$ cat src/rtl/mem_port_arbiter_if.sv
// Bundles the fetch, data-stage and external-memory signals of mem_port_arbiter.
// slave is the arbiter's view; master is the view of the pipeline plus external memory.
interface mem_port_arbiter_if #(
    parameter int DATA_WIDTH = 32,
    parameter int ADDR_WIDTH = 32
);
    logic                  if_req;
    logic [ADDR_WIDTH-1:0] if_addr;
    logic                  if_flush;
    logic [DATA_WIDTH-1:0] if_rdata;
    logic                  if_done;

    logic                  dm_req;
    logic                  dm_we;
    logic [ADDR_WIDTH-1:0] dm_addr;
    logic [DATA_WIDTH-1:0] dm_wdata;
    logic [3:0]            dm_sel;
    logic [DATA_WIDTH-1:0] dm_rdata;
    logic                  dm_done;

    // Handshake: ext_req rises with ext_* already valid and holds them stable until
    // the single-cycle ext_ack; ext_rdata is only meaningful in the ack cycle.
    // ext_ack seen while ext_req is low is ignored.
    logic                  ext_req;
    logic                  ext_we;
    logic [ADDR_WIDTH-1:0] ext_addr;
    logic [DATA_WIDTH-1:0] ext_wdata;
    logic [3:0]            ext_sel;
    logic                  ext_ack;
    logic [DATA_WIDTH-1:0] ext_rdata;

    // FSM state for observation: 0 IDLE, 1 FETCH, 2 DATA, 3 DRAIN
    logic [1:0]            dbg_state;

    modport slave (
        input  if_req, if_addr, if_flush, dm_req, dm_we, dm_addr, dm_wdata, dm_sel,
               ext_ack, ext_rdata,
        output if_rdata, if_done, dm_rdata, dm_done,
               ext_req, ext_we, ext_addr, ext_wdata, ext_sel, dbg_state
    );

    modport master (
        output if_req, if_addr, if_flush, dm_req, dm_we, dm_addr, dm_wdata, dm_sel,
               ext_ack, ext_rdata,
        input  if_rdata, if_done, dm_rdata, dm_done,
               ext_req, ext_we, ext_addr, ext_wdata, ext_sel, dbg_state
    );
endinterface

$ cat src/rtl/mem_port_arbiter.sv
// Shares one external memory port between instruction fetch and the data stage.
// Define MEM_ARB_ROUND_ROBIN_EN to alternate on contention instead of data-first.
module mem_port_arbiter #(
    parameter int DATA_WIDTH = 32,
    parameter int ADDR_WIDTH = 32
) (
    input  logic              clk,
    input  logic              rst_n,
    mem_port_arbiter_if.slave bus
);
    localparam logic [1:0] S_IDLE  = 2'd0;
    localparam logic [1:0] S_FETCH = 2'd1;
    localparam logic [1:0] S_DATA  = 2'd2;
    localparam logic [1:0] S_DRAIN = 2'd3;

    logic [1:0]            state;
    logic                  hf_valid;
    logic [ADDR_WIDTH-1:0] hf_addr;
    logic                  hd_valid;
    logic                  hd_we;
    logic [ADDR_WIDTH-1:0] hd_addr;
    logic [DATA_WIDTH-1:0] ack_data;

    logic if_hit;
    logic dm_hit;
    logic if_pend;
    logic dm_pend;
    logic grant_fetch;
    logic grant_data;

`ifdef MEM_ARB_ROUND_ROBIN_EN
    logic last_data;
`endif

    assign ack_data = bus.ext_rdata;

    always_comb begin
        if_hit  = hf_valid && (bus.if_addr == hf_addr);
        dm_hit  = hd_valid && (bus.dm_addr == hd_addr) && (bus.dm_we == hd_we);
        // A fetch under flush is being discarded, so it never competes for the bus
        if_pend = bus.if_req && !bus.if_flush && !if_hit;
        dm_pend = bus.dm_req && !dm_hit;
`ifdef MEM_ARB_ROUND_ROBIN_EN
        grant_fetch = if_pend && (!dm_pend || last_data);
`else
        grant_fetch = if_pend && !dm_pend;
`endif
        grant_data = dm_pend && !grant_fetch;
    end

    assign bus.if_done   = bus.if_req && if_hit;
    assign bus.dm_done   = !bus.dm_req || dm_hit;
    assign bus.dbg_state = state;

    always_ff @(posedge clk or negedge rst_n) begin
        if (!rst_n) begin
            state         <= S_IDLE;
            hf_valid      <= 1'b0;
            hf_addr       <= '0;
            hd_valid      <= 1'b0;
            hd_we         <= 1'b0;
            hd_addr       <= '0;
            bus.ext_req   <= 1'b0;
            bus.ext_we    <= 1'b0;
            bus.ext_addr  <= '0;
            bus.ext_wdata <= '0;
            bus.ext_sel   <= 4'h0;
            bus.if_rdata  <= '0;
            bus.dm_rdata  <= '0;
`ifdef MEM_ARB_ROUND_ROBIN_EN
            last_data     <= 1'b1;
`endif
        end else begin
            // Held results last only while the requester keeps asking for the same access
            if (hf_valid && (!bus.if_req || !if_hit || bus.if_flush))
                hf_valid <= 1'b0;
            if (hd_valid && (!bus.dm_req || !dm_hit))
                hd_valid <= 1'b0;

            case (state)
                S_IDLE: begin
                    if (grant_fetch) begin
                        bus.ext_req  <= 1'b1;
                        bus.ext_we   <= 1'b0;
                        bus.ext_addr <= bus.if_addr;
                        bus.ext_sel  <= 4'hF;
                        state        <= S_FETCH;
`ifdef MEM_ARB_ROUND_ROBIN_EN
                        last_data    <= 1'b0;
`endif
                    end else if (grant_data) begin
                        bus.ext_req   <= 1'b1;
                        bus.ext_we    <= bus.dm_we;
                        bus.ext_addr  <= bus.dm_addr;
                        bus.ext_wdata <= bus.dm_wdata;
                        bus.ext_sel   <= bus.dm_sel;
                        state         <= S_DATA;
`ifdef MEM_ARB_ROUND_ROBIN_EN
                        last_data     <= 1'b1;
`endif
                    end
                end
                S_FETCH: begin
                    // Flush beats a same-cycle ack: the returned word is dropped
                    if (bus.if_flush) begin
                        if (bus.ext_ack) begin
                            bus.ext_req <= 1'b0;
                            state       <= S_IDLE;
                        end else begin
                            state <= S_DRAIN;
                        end
                    end else if (bus.ext_ack) begin
                        bus.if_rdata <= ack_data;
                        hf_valid     <= 1'b1;
                        hf_addr      <= bus.ext_addr;
                        bus.ext_req  <= 1'b0;
                        state        <= S_IDLE;
                    end
                end
                S_DATA: begin
                    if (bus.ext_ack) begin
                        if (!bus.ext_we)
                            bus.dm_rdata <= ack_data;
                        hd_valid    <= 1'b1;
                        hd_addr     <= bus.ext_addr;
                        hd_we       <= bus.ext_we;
                        bus.ext_req <= 1'b0;
                        state       <= S_IDLE;
                    end
                end
                S_DRAIN: begin
                    if (bus.ext_ack) begin
                        bus.ext_req <= 1'b0;
                        state       <= S_IDLE;
                    end
                end
                default: state <= S_IDLE;
            endcase
        end
    end
endmodule

$ cat src/flat_wrapper.sv
// flat-port wrapper written by rule: the top's interface ports become plain ports
module mem_port_arbiter_flat 
#(
    parameter int DATA_WIDTH = 32,
    parameter int ADDR_WIDTH = 32
)
  (clk, rst_n, bus_if_req, bus_if_addr, bus_if_flush, bus_dm_req, bus_dm_we, bus_dm_addr, bus_dm_wdata, bus_dm_sel, bus_ext_ack, bus_ext_rdata, bus_if_rdata, bus_if_done, bus_dm_rdata, bus_dm_done, bus_ext_req, bus_ext_we, bus_ext_addr, bus_ext_wdata, bus_ext_sel, bus_dbg_state);
  mem_port_arbiter_if #(.DATA_WIDTH(DATA_WIDTH), .ADDR_WIDTH(ADDR_WIDTH)) bus_i ();
  input  logic clk;
  input  logic rst_n;
  input wire logic [$bits(bus_i.if_req)-1:0] bus_if_req;
  input wire logic [$bits(bus_i.if_addr)-1:0] bus_if_addr;
  input wire logic [$bits(bus_i.if_flush)-1:0] bus_if_flush;
  input wire logic [$bits(bus_i.dm_req)-1:0] bus_dm_req;
  input wire logic [$bits(bus_i.dm_we)-1:0] bus_dm_we;
  input wire logic [$bits(bus_i.dm_addr)-1:0] bus_dm_addr;
  input wire logic [$bits(bus_i.dm_wdata)-1:0] bus_dm_wdata;
  input wire logic [$bits(bus_i.dm_sel)-1:0] bus_dm_sel;
  input wire logic [$bits(bus_i.ext_ack)-1:0] bus_ext_ack;
  input wire logic [$bits(bus_i.ext_rdata)-1:0] bus_ext_rdata;
  output wire logic [$bits(bus_i.if_rdata)-1:0] bus_if_rdata;
  output wire logic [$bits(bus_i.if_done)-1:0] bus_if_done;
  output wire logic [$bits(bus_i.dm_rdata)-1:0] bus_dm_rdata;
  output wire logic [$bits(bus_i.dm_done)-1:0] bus_dm_done;
  output wire logic [$bits(bus_i.ext_req)-1:0] bus_ext_req;
  output wire logic [$bits(bus_i.ext_we)-1:0] bus_ext_we;
  output wire logic [$bits(bus_i.ext_addr)-1:0] bus_ext_addr;
  output wire logic [$bits(bus_i.ext_wdata)-1:0] bus_ext_wdata;
  output wire logic [$bits(bus_i.ext_sel)-1:0] bus_ext_sel;
  output wire logic [$bits(bus_i.dbg_state)-1:0] bus_dbg_state;
  assign bus_i.if_req = bus_if_req;
  assign bus_i.if_addr = bus_if_addr;
  assign bus_i.if_flush = bus_if_flush;
  assign bus_i.dm_req = bus_dm_req;
  assign bus_i.dm_we = bus_dm_we;
  assign bus_i.dm_addr = bus_dm_addr;
  assign bus_i.dm_wdata = bus_dm_wdata;
  assign bus_i.dm_sel = bus_dm_sel;
  assign bus_i.ext_ack = bus_ext_ack;
  assign bus_i.ext_rdata = bus_ext_rdata;
  assign bus_if_rdata = bus_i.if_rdata;
  assign bus_if_done = bus_i.if_done;
  assign bus_dm_rdata = bus_i.dm_rdata;
  assign bus_dm_done = bus_i.dm_done;
  assign bus_ext_req = bus_i.ext_req;
  assign bus_ext_we = bus_i.ext_we;
  assign bus_ext_addr = bus_i.ext_addr;
  assign bus_ext_wdata = bus_i.ext_wdata;
  assign bus_ext_sel = bus_i.ext_sel;
  assign bus_dbg_state = bus_i.dbg_state;
  mem_port_arbiter #(.DATA_WIDTH(DATA_WIDTH), .ADDR_WIDTH(ADDR_WIDTH)) u_core (.clk(clk), .rst_n(rst_n), .bus(bus_i));
endmodule
$ cat config.mk
export PLATFORM = sky130hd
export DESIGN_NAME = mem_port_arbiter_flat
export DESIGN_NICKNAME = d
export VERILOG_FILES = /design/src/rtl/mem_port_arbiter_if.sv /design/src/rtl/mem_port_arbiter.sv /design/src/flat_wrapper.sv
export SDC_FILE = /design/constraint.sdc
export NUM_CORES = 1
export LEC_CHECK = 0
export ABC_AREA = 1
export CORE_MARGIN = 10
export CORE_UTILIZATION = 52
export CTS_CLUSTER_SIZE = 20
export DETAILED_ROUTE_END_ITERATION = 8
export PLACE_DENSITY = 0.86
export SYNTH_ARGS = -nofsm -noshare
export SYNTH_HDL_FRONTEND = slang
export SYNTH_SLANG_ARGS = --single-unit
$ cat constraint.sdc
create_clock -name clk -period 5.5 [get_ports clk]
set_clock_uncertainty 0.2 [all_clocks]
set_input_delay 0.825 -clock clk [delete_from_list [all_inputs] [get_ports clk]]
set_output_delay 0.825 -clock clk [all_outputs]
set_load 0.01 [all_outputs]
==> impl_metrics.ini <==
[power]
p_per_area_nw_per_um2 = 495.8
peakVddDrop_mv = 0.3711
finalPower_uw = 6512
p_leak_uw = 0.006664

[cells_and_area]
n_fill_cell = 1388
final_util_pct = 72.87
drive_gt1_share_pct = 3.402
fin_nets = 1624
syn2layout_area_growth_pct = 37.39

[floorplanning]
core_sq_um = 18020
die-area_sq_um = 24210
dieWidth_microns = 155.6
io_pins = 277
dieHeight_microns = 155.6
initial_utilization_pct = 53.04
num_rows = 49

[clocking]
cts-htree-levels = 1
ctsResizeCount = 0
clock_sinks = 203
cts_setup_buffers = 0
cts_tree = built
cts_hold_buffers = 0
cts_buffer_depth = 3
path_clk_slew_ps = 60
cts_inserted_buffers = 22
clock-root-buffer = clkbuf_16
insertion_delay_ps = 500

[timing]
worst_slack_ps = 1329
clock.fmax_mhz = 239.7
finalMaxSlewViolations = 0
period_needed_ps = 4171
relSlewSlack_pct = 20.23
tightest_slew_ps = 1197
post-route-period-util_pct = 75.84
rsz0062_at_grt = false
hold_slack_ps = 156.2
hold_viol = 0
setup_violations = 0
setup_tns_ps = 0

[flow_run]
cap_violations = 0

[route]
dr.first_iter.drc_count = 691
vias = 8924
routed_wirelength_microns = 31630
ant_nets = 0
vias_per_cell = 5.161
drc = 0
dr.pass1.iters = 7
wire_per_inst_microns = 18.30

[grt]
grt_util_all_layers_pct = 25.55
grt_pass1_wl_microns = 49740
antenna_found_initial = 2
grt-ovfl-total = 0
grt_pass1_vias = 9176
grt_start_max_net_pins = 130

[yosys]
yosysWarnings = 0
postSynthNetCount = 1373
yosysTopAreaCellShare_pct = 53.13
async_reset_ff_share_pct = 100.0
yosysUniqueCellTypes = 29
yosysSeqAreaShare_pct = 53.13
synth.area.top_cells = dfrtp_1, nand2_1, o21ai_0
yosys.area.top_type = dfrtp_1
synth_area_sq_um = 9560
synth_edf_count = 0
yosysMostFrequentCell = nand2_1
syn_inst = 1234
synthTopCellsByCount = nand2_1, dfrtp_1, inv_1, o21ai_0, nand3_1
ys_seq_elements = 203
avgSynthCellArea_sq_um = 7.748
synth_ff_type = dfrtp_1

[hold_path]
hp-class = primary input to asynchronous set/reset pin

[worst_setup_path]
crit_fanout = 34
endpoint_kind = primary output
required_ps = 4470
path_class = primary input to primary output
start_kind = primary input
arrival_ps = 3150

[placement]
port-buffer-count = 276
place.gp.congestion = 0.8986
dp_slack_ps = 1311
dp.final_hpwl_microns = 22890

[outcome]
status = finished, final reports clean
layer usage:
layer	routed length [microns]	GRT usage, %
met1	11850	29.61
met2	15420	42.81
met3	3414	10.01
met4	957	7.799
met5	0	0
critical path, cell delays in order:
cell and delay [ps]:
clkdlybuf4s50_1 450, inv_1 50, nand2_1 90, nand2_1 70, inv_1 50, nand2_1 50, nor2_1 160, nand2_1 80
nor2_1 160, nand3_2 160, nand2_4 360, clkdlybuf4s50_1 640
registers in the layout (all words and copies together) (netlist names):
name / cells
u_core.bus.dbg_state: 2
u_core.bus.dm_rdata: 32
u_core.bus.ext_addr: 32
u_core.bus.ext_req: 1
u_core.bus.ext_sel: 4
u_core.bus.ext_wdata: 32
u_core.bus.ext_we: 1
u_core.bus.if_rdata: 32
u_core.hd_addr: 32
u_core.hd_valid: 1
u_core.hd_we: 1
u_core.hf_addr: 32
u_core.hf_valid: 1
per-stage QoR:
stage	instances	area (sq um)
floorplan	1234	9560
global placement	1690	12370
detailed placement	1690	12370
CTS	1728	13130
global route	1728	13130
finish	1729	13140
final timing paths:
check                           slack, ps  cells after the start                startpoint                       end
worst max-delay path                 1330                     12           bus_dm_addr[16]               bus_dm_done
worst min-delay path                  160                      1                     rst_n        u_core.hd_addr[10]
worst max register to register       2580                      6   u_core.bus.dbg_state[1]   u_core.bus.dm_rdata[22]
worst min register to register        280                      2  u_core.bus.ext_wdata[10]  u_core.bus.ext_wdata[10]
max in group asynchronous            3870                      2                     rst_n  u_core.bus.ext_wdata[18]
min in group clk                      280                      2  u_core.bus.ext_wdata[10]  u_core.bus.ext_wdata[10]
power by group:
| part | leakage, uW | total (uW) | internal (uW) | switching, uW |
|---|---|---|---|---|
| Clock | 0.000378 | 1570 | 968 | 604 |
| Sequential | 0.00255 | 2530 | 2090 | 435 |
| Combinational | 0.00374 | 2410 | 1170 | 1240 |
cell families after synthesis:
family / synth area share [%]
and+or+nand+nor: 26.62
buffers and inverters: 10.57
DFF: 53.13
AOI/OAI and AO/OA: 7.931
xor gates and xnor gates: 1.741
cells in the final DEF, fill, tap and decap left out, drive strengths merged:
| cell | count |
|---|---|
| diode | 1 |
| buf | 3 |
| o22ai | 2 |
| bufinv | 3 |
| nor3 | 2 |
| nor3b | 1 |
| inv | 192 |
| clkdlybuf4s50 | 275 |
| o21ai | 145 |
| xnor2 | 12 |
| xor2 | 7 |
| nand3b | 2 |
| nand4 | 7 |
| or2 | 1 |
| nand3 | 109 |
| dfrtp | 203 |
| o31ai | 1 |
| clkbuf | 33 |
| o211ai | 1 |
| nor2 | 55 |
| clkinv | 3 |
| nand2 | 441 |
| a21oi | 1 |
cell type report:
cell class | count | area [sq um] | area share [%]
Tap cell | 229 | 286.5 | 2.181
Inverter | 192 | 720.7 | 5.487
Antenna cell | 1 | 2.502 | 0.01905
Clock buffer | 32 | 659.4 | 5.020
Multi-Input combinational cell | 787 | 3480 | 26.49
Timing Repair Buffer | 279 | 2801 | 21.33
Sequential cell | 203 | 5080 | 38.67
Clock inverter | 6 | 105.1 | 0.8002
(Power assumes the default switching activity.)
